==> src/rtl/loop_sched_pkg.sv <==
// Shared types and constants for the control-loop scheduler.
// Holds the sequencer state encoding and the default stage timeout.
package loop_sched_pkg;

  typedef enum logic [2:0] {
    IDLE,
    SAMPLE,
    COMPUTE,
    APPLY,
    LOG
  } state_t;

  localparam int unsigned TIMEOUT_CYCLES_DEFAULT = 100000;

  function automatic logic [7:0] sat_inc8(input logic [7:0] value);
    return (value == 8'hFF) ? value : value + 8'd1;
  endfunction

endpackage

==> src/rtl/loop_scheduler_stage_timer.sv <==
// Loadable down-counter guarding the SAMPLE and COMPUTE waits.
// expired flags the last allowed waiting cycle (count == 1).
module stage_timer
  import loop_sched_pkg::*;
#(
  parameter int unsigned TIMEOUT_CYCLES = TIMEOUT_CYCLES_DEFAULT
) (
  input  logic clk,
  input  logic reset,
  input  logic load,
  input  logic run,
  output logic expired
);

  localparam int W = $clog2(TIMEOUT_CYCLES + 1);

  logic [W-1:0] count;

  // NOTE: state is updated with non-blocking assignments only, so every flop
  // samples the pre-edge values regardless of statement order.
  always_ff @(posedge clk) begin
    if (reset) begin
      count <= '0;
    end else if (load) begin
      count <= W'(TIMEOUT_CYCLES);
    end else if (run && count != '0) begin
      count <= count - W'(1);
    end
  end

  assign expired = run && (count == W'(1));

endmodule

==> src/rtl/loop_scheduler.sv <==
// Sequences one control-loop iteration per tick: sample, PID step,
// duty update and decimated telemetry logging, with timeout and overrun.
module loop_scheduler
  import loop_sched_pkg::*;
#(
  parameter int unsigned TIMEOUT_CYCLES = TIMEOUT_CYCLES_DEFAULT,
  parameter int unsigned LOG_DECIMATION = 1
) (
  input  logic       clk,
  input  logic       reset,
  input  logic       tick,
  input  logic       enable,
  input  logic       clear_err,
  output logic       adc_req,
  input  logic       adc_valid,
  output logic       pid_start,
  input  logic       pid_done,
  output logic       duty_load,
  output logic       log_wr_en,
  input  logic       log_full,
  output logic       busy,
  output logic       overrun,
  output logic       timeout_err,
  output logic [7:0] drop_cnt
);

  localparam int DEC_W = (LOG_DECIMATION > 1) ? $clog2(LOG_DECIMATION) : 1;
  localparam logic [DEC_W-1:0] DEC_LAST = DEC_W'(LOG_DECIMATION - 1);

  state_t           state, state_next;
  logic [DEC_W-1:0] dec_cnt, dec_cnt_next;
  logic             adc_req_next, pid_start_next, duty_load_next, log_wr_en_next;
  logic             timeout_next, drop_evt;
  logic             timer_load, timer_run, timer_expired;

  stage_timer #(
    .TIMEOUT_CYCLES(TIMEOUT_CYCLES)
  ) u_timer (
    .clk    (clk),
    .reset  (reset),
    .load   (timer_load),
    .run    (timer_run),
    .expired(timer_expired)
  );

  // NOTE: every signal written here gets a default first, so no path through
  // the case statement can leave one unassigned and infer a latch.
  always_comb begin
    state_next     = state;
    dec_cnt_next   = dec_cnt;
    adc_req_next   = 1'b0;
    pid_start_next = 1'b0;
    duty_load_next = 1'b0;
    log_wr_en_next = 1'b0;
    timeout_next   = 1'b0;
    drop_evt       = 1'b0;

    if (state != IDLE && !enable) begin
      state_next = IDLE;
    end else begin
      unique case (state)
        IDLE: if (tick && enable) begin
          state_next   = SAMPLE;
          adc_req_next = 1'b1;
        end
        SAMPLE: if (adc_valid) begin
          state_next     = COMPUTE;
          pid_start_next = 1'b1;
        end else if (timer_expired) begin
          state_next   = IDLE;
          timeout_next = 1'b1;
        end
        COMPUTE: if (pid_done) begin
          state_next     = APPLY;
          duty_load_next = 1'b1;
        end else if (timer_expired) begin
          state_next   = IDLE;
          timeout_next = 1'b1;
        end
        APPLY: if (dec_cnt == DEC_LAST) begin
          // The FIFO is sampled on the way into LOG so the strobe is registered.
          dec_cnt_next   = '0;
          state_next     = LOG;
          log_wr_en_next = !log_full;
          drop_evt       = log_full;
        end else begin
          dec_cnt_next = dec_cnt + DEC_W'(1);
          state_next   = IDLE;
        end
        LOG:     state_next = IDLE;
        default: state_next = IDLE;
      endcase
    end

    timer_run  = (state == SAMPLE) || (state == COMPUTE);
    timer_load = (state_next == SAMPLE  && state != SAMPLE) ||
                 (state_next == COMPUTE && state != COMPUTE);
  end

  always_ff @(posedge clk) begin
    if (reset) begin
      state       <= IDLE;
      dec_cnt     <= '0;
      adc_req     <= 1'b0;
      pid_start   <= 1'b0;
      duty_load   <= 1'b0;
      log_wr_en   <= 1'b0;
      busy        <= 1'b0;
      overrun     <= 1'b0;
      timeout_err <= 1'b0;
      drop_cnt    <= '0;
    end else begin
      state       <= state_next;
      dec_cnt     <= dec_cnt_next;
      adc_req     <= adc_req_next;
      pid_start   <= pid_start_next;
      duty_load   <= duty_load_next;
      log_wr_en   <= log_wr_en_next;
      busy        <= (state_next != IDLE);
      timeout_err <= timeout_next;

      // A new event outranks clear_err in the same cycle.
      if (tick && state != IDLE) begin
        overrun <= 1'b1;
      end else if (clear_err) begin
        overrun <= 1'b0;
      end

      if (drop_evt) begin
        drop_cnt <= clear_err ? 8'd1 : sat_inc8(drop_cnt);
      end else if (clear_err) begin
        drop_cnt <= '0;
      end
    end
  end

endmodule

==> config.mk <==
export PLATFORM = sky130hd
export DESIGN_NAME = loop_scheduler
export DESIGN_NICKNAME = d
export VERILOG_FILES = /design/src/rtl/loop_sched_pkg.sv /design/src/rtl/loop_scheduler_stage_timer.sv /design/src/rtl/loop_scheduler.sv
export SDC_FILE = /design/constraint.sdc
export NUM_CORES = 1
export LEC_CHECK = 0
export BUFFER_PORTS_ARGS = -buffer_cell sky130_fd_sc_hd__buf_2
export CAP_MARGIN = 40
export CORE_MARGIN = 4
export CORE_UTILIZATION = 56
export CTS_CLUSTER_DIAMETER = 100
export DETAILED_ROUTE_END_ITERATION = 12
export GPL_TIMING_DRIVEN = 0
export PLACE_DENSITY = 0.78
export SLEW_MARGIN = 15
export SYNTH_ARGS = -nofsm -noshare
export SYNTH_HDL_FRONTEND = slang
export SYNTH_SLANG_ARGS = --single-unit
==> constraint.sdc <==
create_clock -name clk -period 2.3 [get_ports clk]
set_input_delay 0.575 -clock clk [delete_from_list [all_inputs] [get_ports clk]]
set_output_delay 0.575 -clock clk [all_outputs]
set_load 0.03 [all_outputs]
# Word level (Yosys, flattened, before mapping)
# Index checks and enable logic that the tools add are counted.
[word_totals]
ff_bits = 36
input_bits = 8
output_inout_bits = 15
wordCells = 82
[classes]
n_addsub = 3
eq_ne = 10
muxes = 26
bitwise = 5
reduce_logical = 26
[ops]
columns = ["cell", "n"]
rows = [
  ["17-bit two-way mux", 2],
  ["8-bit two-way mux", 4],
  ["3-bit two-way mux", 6],
  ["17-bit by 1-bit equality test with 1-bit output (second input constant)", 1],
  ["17-bit nonzero test", 1],
  ["17-bit by 1-bit subtractor with 17-bit output (second input constant)", 1],
  ["1-bit two-way mux", 12],
  ["3-bit one-hot mux with 4 select lines", 1],
  ["3-bit by 2-bit equality test with 1-bit output (second input constant)", 3],
  ["3-bit OR reduction", 3],
  ["8-bit by 1-bit adder with 8-bit output (second input constant)", 1],
  ["8-bit equality test (second input constant)", 1],
  ["1-bit logical AND", 7],
  ["3-bit by 1-bit equality test with 1-bit output (second input constant)", 2],
  ["2-bit nonzero test", 3],
  ["3-bit nonzero test", 2],
  ["1-bit inverter", 5],
  ["2-bit AND reduction", 2],
  ["2-bit OR reduction", 2],
  ["4-bit OR reduction", 1],
  ["3-bit zero test", 1],
  ["3-bit by 1-bit != test with 1-bit output (second input constant)", 1],
  ["3-bit by 2-bit != test with 1-bit output (second input constant)", 1],
  ["1-bit zero test", 2],
  ["other kinds (4)", 5],
]

# Logic depth before layout (Yosys ltp)
# Gate-level depths: netlist (run 1).
[logic_depth]
ltp_word = 11
mapped_depth = 8
ltp_nobuf = 7

# By module
# Synthesis (run 1) repeated with hierarchy kept, for this count alone.
[hier_totals]
hier_cells = 213
hier_area_um2 = 1868.0
[by_module_without_submodules]
columns = ["mod", "n_inst", "cells_per_inst", "area_per_inst_um2", "seq_area_each_um2"]
rows = [
  ["stage_timer", 1, 111, 999.7, 340.3],
  ["loop_scheduler", 1, 102, 868.3, 360.3],
]

# Least setup slack after synthesis (run 1)
# OpenSTA, ideal clock, no wires.
[synth_path]
path_kind = "register to register"
startpoint = "register u_timer.count[0]"
endpoint = "register u_timer.count[16]"
t_arrival_ns = 1.688
required_time_ns = 2.229
setup_slack_ns = 0.542
stages_incl_launch_ff = 8
synth_period_minus_slack_ns = 1.758
cell_sequence = "dfxtp_1 -> inv_1 -> ha_1 -> or3b_2 -> nor3_2 -> nand4b_1 -> xor2_1 -> a21oi_1"
[synth_between]
elab_chain_len = 10
word_cells_on_any_way = 18
classes_between = "add/sub: 1; eq/ne: 3; mux: 7; reduce/logical: 7"
[synth_rtl]
columns = ["item", "line", "rtl"]
rows = [
  ["start, declared", "loop_scheduler_stage_timer.sv:17", "logic [W-1:0] count;"],
  ["start signal, assigned", "loop_scheduler_stage_timer.sv:25", "count <= W'(TIMEOUT_CYCLES);"],
  ["start signal, assigned", "loop_scheduler_stage_timer.sv:27", "count <= count - W'(1);"],
  ["17-bit by 1-bit equality test with 1-bit output", "loop_scheduler_stage_timer.sv:31", "assign expired = run && (count == W'(1));"],
  ["1-bit logical AND", "loop_scheduler_stage_timer.sv:31", ""],
  ["3-bit two-way mux", "loop_scheduler.sv:69, loop_scheduler.sv:76", ""],
  ["3-bit two-way mux (on tied branches)", "loop_scheduler.sv:73, loop_scheduler.sv:66", ""],
  ["3-bit one-hot mux with 4 select lines", "loop_scheduler.sv:61", "unique case (state)"],
  ["3-bit two-way mux", "loop_scheduler.sv:58", "if (state != IDLE && !enable) begin"],
  ["3-bit by 1-bit equality test with 1-bit output / 3-bit by 2-bit equality test with 1-bit output (equally long branches)", "loop_scheduler.sv:96, loop_scheduler.sv:97", ""],
  ["1-bit logical AND (on tied branches)", "loop_scheduler.sv:96, loop_scheduler.sv:97", ""],
  ["1-bit logical OR", "loop_scheduler.sv:96", "timer_load = (state_next == SAMPLE && state != SAMPLE) ||"],
  ["17-bit two-way mux / 2-bit nonzero test (equally long branches)", "--", ""],
]
# Parallel ways exist; a longest one is shown, timed or not. The select of a mux whose other input is x is not followed.
# A chain may end at the register's enable or synchronous reset.

# Worst setup path after layout (run 1)
[layout_path]
startpoint = "register u_timer.count[1]"
endpoint = "register u_timer.count[16]"
# Same word-level chain as after synthesis.

==> flow_summary_export.csv, run 1 <==
group,metric,value,unit
status,status,"complete, no violations",
placed_design,dp_hpwl,2.66,mm
setup_path,cp_slowest_stage_delay,0.46,ns
floorplan,initial_core_util,0.584,
cells_and_area,fin_nets,233,
cells_and_area,diodes,0,
global_route,grt_use_total,0.206,
yosys,ys_async_sr_fraction,0,
global_route,antenna_found_initial,0,
global_route,grt_overflow_total,0,
pwr,seqPwrFrac,0.449,
placed_design,place_congestion,0.901,
sta,finalHoldViolCount,0,
yosys,syn_avg_cell_area,9.16,µm²
setup_path,crit_slowest_cell,"or3b_2",
setup_path,start_kind,"register",
placed_design,placed_area,1930,µm²
clock_tree,clkTransAtPathRegs,0.11,ns
yosys,synth_edf_count,0,
route,viasPerCell,5.57,
sta,slew_viol_final,0,
clock_tree,cts_root_buf,"clkbuf_4",
sta,slew_headroom,0.636,
pwr,pwr_density_cell,729,nW/µm²
worst_hold_path,min_path_type,"primary input to register",
flow_run,maxCapViolations,0,
global_route,grt_pass1_wl,6.78,mm
pwr,swShare,0.272,
floorplan,die_h,64.2,µm
route,wl_per_cell,13.9,µm
yosys,synth_top_area_share,0.396,
yosys,synth-seq-cells,35,
sta,period_share,0.870,
sta,hold_ws,0.437,ns
yosys,yosys_warnings,0,
pwr,p_int,1080,µW
setup_path,path_max_fanout,7,
cells_and_area,syn2layout_area_growth,15.0,%
cells_and_area,stdcell_count,266,
clock_tree,cts_setup_buffers,0,
clock_tree,ctsResizeCount,0,
clock_tree,htree_levels,2,
route,dr.first_iter.drc_count,78,
cells_and_area,fin_area,2030,µm²
setup_path,required,2.52,ns
route,finalWirelength,3.71,mm
pwr,leakage,0.000763,µW
sta,worst_pin_slew,0.542,ns
sta,fin_tns_setup,0,ns
clock_tree,postCtsHoldBufs,0,
global_route,grt_pass1_vias,1480,
setup_path,cp.arrival,2.22,ns
cells_and_area,nFillCells,265,
sta,rsz0062_at_grt,"false",
floorplan,die_x,64.2,µm
sta,finalSetupViolations,0,
setup_path,cp_cell_sequence,"inv_1, ha_1, or3b_2, nor3_2, nand4b_1, xor2_1, a21oi_1",
yosys,synthDistinctLibCells,50,
setup_path,worstSetupPathType,"register to register",
floorplan,rows,20,
yosys,synth_nets,205,
cells_and_area,drive_gt1_frac,0.230,
yosys,netlist_area,1770,µm²
placed_design,dp_cells,258,
pwr,ir_worst_vdd,0.352,mV
sta,finClkSkew,0.0173,ns
clock_tree,cts.sinks,35,
yosys,ys.flop_type,"dfxtp_1",
route,ant_nets,0,
pwr,comb_power_share,0.180,
clock_tree,cts_tree,"done",
floorplan,num_io_pins,23,
clock_tree,clockBufferDepth,2,
clock_tree,numCtsBuffers,5,
global_route,grt_start_max_net_pins,13,
yosys,synth_area_leaders,"dfxtp_1 (40%), xor2_1 (6.4%), nor2_1 (5.9%)",
floorplan,dieArea,4120,µm²
pwr,power_switching,404,µW
yosys,synth_top_cell_by_area,"dfxtp_1",
sta,timing.fmax,500,MHz
placed_design,io_buffers,21,
route,remaining_drc_errors,0,
yosys,synthCells,193,
clock_tree,clk_latency,0.34,ns
yosys,synth_common_cells,"dfxtp_1 (35), nor2_1 (28), xor2_1 (13), a21oi_1 (12), nand3_1 (9)",
yosys,seq_area_frac_synth,0.396,
floorplan,core_area,3030,µm²
sta,period_needed,2.00,ns
pwr,power_frac_clock,0.371,
yosys,post-synth-top-count-cell,"dfxtp_1",
pwr,finalPower,1480,µW
route,firstDrtPassIters,4,
route,vias,1482,
setup_path,cp-end-kind,"register",
[state kept, by name, indices dropped and copies added (netlist names)]
signal         flops
u_timer.count     17
busy               1
state              3
overrun            1
log_wr_en          1
drop_cnt           8
duty_load          1
adc_req            1
pid_start          1
timeout_err        1
[final cells by class]
cell class	count	area (µm²)	share of cell area
inverters	4	15.0	0.00738
flip-flops and latches	35	701	0.345
clock buffers	5	37.5	0.0185
well taps	44	55.1	0.0271
repair buffers	21	105	0.0517
multi-input cells	145	991	0.487
clock inverters	3	67.6	0.0332
plain buffers	9	61.3	0.0302
[path summary, 6_finish.rpt]
kind / startpoint / to / slack [ns] / depth (start not counted)
worst max register to register: u_timer.count[1] / u_timer.count[16] / 0.30 / 7
worst min register to register: overrun / overrun / 0.48 / 2
worst min-delay path: log_full / log_wr_en / 0.44 / 2
worst max-delay path: u_timer.count[1] / u_timer.count[16] / 0.30 / 7
[worst max-delay path: cells and delay by family (launching register included)]
kind | cells | cell delay, ns
AO/OA/AOI/OAI | 1 | 0.08
XOR/XNOR | 1 | 0.17
adder cells (fa/ha/maj) | 1 | 0.18
buffers and inverters | 1 | 0.11
flip-flops | 1 | 0.35
AND/OR/NAND/NOR | 3 | 0.99
[stage by stage]
stage,worst slack (ns),util
final,0.299,0.671
after global routing,0.0641,0.671
after CTS,0.293,0.671
after detailed placement,0.281,0.637
after global placement,0.309,0.637
after floorplan,0.542,-
[placed cells by master (no fill, tap or decap), drive strengths merged, types with 3 or more instances in the layout]
cell type  count
inv            4
ha             4
nor4           4
o211ai         6
a21oi         12
buf           27
nand2          5
nand4b         6
nor3          10
xnor2          5
nand4          5
xor2          13
nand2b         5
a31oi          3
dfxtp         35
nand3          9
nor2          29
o21ai          7
clkbuf         8
[power groups by stage]
stage	combinational (µW)	clock [µW]	sequential, µW
after floorplan	203	0	678
after global placement	256	0	676
after detailed placement	261	0	678
after CTS	265	563	665
after global routing	298	598	670
final	267	550	665
[kinds of logic (layout without fill, tap and decap cells)]
kind of cell	after synthesis	count (layout)	share of synthesized area
AND/OR/NAND/NOR	88	88	0.316
flip-flops	35	35	0.396
AO/OA/AOI/OAI	32	32	0.110
XOR/XNOR	18	18	0.0892
buffers and inverters	13	42	0.0432
adder cells (fa/ha/maj)	4	4	0.0283
multiplexers	3	3	0.0177
[layer usage]
| layer | share of wire | vias up | global-route usage |
|---|---|---|---|
| met2 | 0.50 | 29 | 0.341 |
| met1 | 0.45 | 701 | 0.260 |
| li1 | - | 747 | - |
| met3 | 0.040 | 5 | 0.0439 |
| met4 | 0.014 | 0 | 0.0844 |
| met5 | 0 | - | 0 |
Power figures use the tool's default switching activity.
==> run 2: changes to the inputs <==
==> constraint.sdc (replaced) <==
create_clock -name clk -period 1.91 [get_ports clk]
set_input_delay 0.4775 -clock clk [delete_from_list [all_inputs] [get_ports clk]]
set_output_delay 0.4775 -clock clk [all_outputs]
set_load 0.03 [all_outputs]
==> run 2 against run 1 <==
- clock skew is 0.0015 ns lower
- clock-buffer cell count unchanged
- first-iteration DRC count up 56%
- critical path type unchanged
- largest cell class unchanged
==> flow_summary_export.csv, run 2 (synthesis gave the netlist of run 1 again) <==
group,metric,value,unit
route,remaining_drc_errors,0,
cells_and_area,nFillCells,250,
route,viasPerCell,5.71,
pwr,pwr_density_cell,868,nW/µm²
clock_tree,cts_tree,"done",
global_route,grt_overflow_total,0,
cells_and_area,largest_register,"u_timer.count",
floorplan,dieArea,4120,µm²
global_route,grt_pass1_vias,1509,
route,finalWirelength,3.92,mm
clock_tree,clkTransAtPathRegs,0.12,ns
cells_and_area,mostFrequentLayoutCells,"dfxtp_1 (33), nor2_1 (28), buf_2 (22)",
placed_design,io_buffers,21,
route,wl_per_cell,14.7,µm
setup_path,worstSetupPathType,"register to register",
setup_path,path_max_fanout,10,
pwr,power_switching,507,µW
clock_tree,htree_levels,2,
sta,slew_viol_final,0,
sta,finalHoldViolCount,0,
floorplan,initial_core_util,0.584,
route,firstDrtPassIters,4,
clock_tree,cts.sinks,35,
sta,fin_tns_setup,0,ns
clock_tree,clk_latency,0.34,ns
floorplan,num_io_pins,23,
placed_design,place_congestion,0.901,
cells_and_area,largest_reg_flops,17,
sta,layout_setup_ws,0.0720,ns
clock_tree,numCtsBuffers,5,
clock_tree,cts_root_buf,"clkbuf_4",
setup_path,required,2.14,ns
sta,period_share,0.962,
pwr,ir_worst_vdd,0.430,mV
pwr,p_int,1320,µW
cells_and_area,diodes,0,
cells_and_area,largestRegisters,"u_timer.count: 17 flops, drop_cnt: 8 flops, state: 3 flops",
route,dr.first_iter.drc_count,122,
worst_hold_path,min_path_type,"primary input to register",
sta,timing.fmax,544,MHz
pwr,swShare,0.278,
pwr,finalPower,1830,µW
placed_design,dp_hpwl,2.66,mm
floorplan,die_x,64.2,µm
floorplan,rows,20,
floorplan,die_h,64.2,µm
flow_run,maxCapViolations,0,
clock_tree,clockBufferDepth,2,
global_route,grt_pass1_wl,6.91,mm
sta,finClkSkew,0.0158,ns
setup_path,cp.arrival,2.06,ns
pwr,power_frac_clock,0.362,
global_route,grt_use_total,0.210,
route,vias,1525,
global_route,grt_start_max_net_pins,13,
placed_design,pre_cts_slack,-0.0725,ns
cells_and_area,mostFrequentLayoutCell,"dfxtp_1",
global_route,antenna_found_initial,0,
sta,slew_headroom,0.660,
setup_path,cp-end-kind,"register",
sta,finalSetupViolations,0,
route,ant_nets,0,
cells_and_area,syn2layout_area_growth,19.0,%
sta,period_needed,1.84,ns
pwr,leakage,0.000782,µW
status,status,"complete, no violations",
setup_path,start_kind,"register",
pwr,seqPwrFrac,0.441,
sta,worst_pin_slew,0.510,ns
cells_and_area,drive_gt1_frac,0.274,
sta,rsz0062_at_grt,"true",
pwr,comb_power_share,0.197,
cells_and_area,fin_nets,234,
floorplan,core_area,3030,µm²
-- run 2: layer usage --
layer / global-route usage / vias to the layer above / part of all wire / routed length [µm]
met5: 0 / - / 0 / 0
met4: 0.0818 / 0 / 0.015 / 57
met3: 0.0422 / 7 / 0.039 / 154
met2: 0.355 / 34 / 0.51 / 2000
met1: 0.262 / 728 / 0.44 / 1710
li1: - / 756 / - / -
-- run 2: final cells by class --
class                      count  area, µm²  share of cell area
timing repair buffer          22        113              0.0535
tap                           44       55.1              0.0262
sequential                    35        703               0.334
inverter                       4       17.5             0.00832
clock buffer                   5       37.5              0.0178
multi-input combinational    145       1050               0.499
buffer                         9       61.3              0.0291
clock inverter                 3       67.6              0.0321
-- run 2: repair_timing --
action / 4_1_cts / 5_1_grt
pin swaps: 0 / 7
hold buffers: 0 / 0
setup endpoints to repair: 8 / 14
setup buffers: 0 / 1
resized for setup: 3 / 13
gates cloned: 0 / 0
-- run 2: final timing paths --
check,slack [ns],cells past startpoint,end,from
worst max-delay path,0.07,8,u_timer.count[0],state[2]
worst min-delay path,0.34,2,log_wr_en,log_full
worst max register to register,0.07,8,u_timer.count[0],state[2]
worst min register to register,0.48,2,overrun,overrun
-- run 2: through the flow --
stage	util	cells	hold slack [ns]	area, µm²
final	0.695	267	0.338	2100
after global routing	0.695	267	0.315	2100
after CTS	0.677	266	0.321	2050
after detailed placement	0.637	258	0.466	1930
after global placement	0.637	258	0.455	1930
after floorplan	-	193	0.455	1770
-- run 2: power by group through the flow --
| stage | Clock (µW) | Combinational (µW) | Sequential [µW] |
|---|---|---|---|
| floorplan | 0 | 244 | 816 |
| global placement | 0 | 308 | 814 |
| detailed placement | 0 | 315 | 817 |
| CTS | 678 | 328 | 802 |
| global route | 719 | 397 | 812 |
| finish | 661 | 360 | 806 |
-- run 2: worst max-delay path: stages, from the launching register on --
cell and delay, ns:
dfxtp_1 0.32, buf_6 0.14, nand2b_4 0.16, or4b_4 0.52
and2_4 0.17, buf_6 0.13, nand2b_4 0.07, buf_6 0.14
nor2_1 0.06
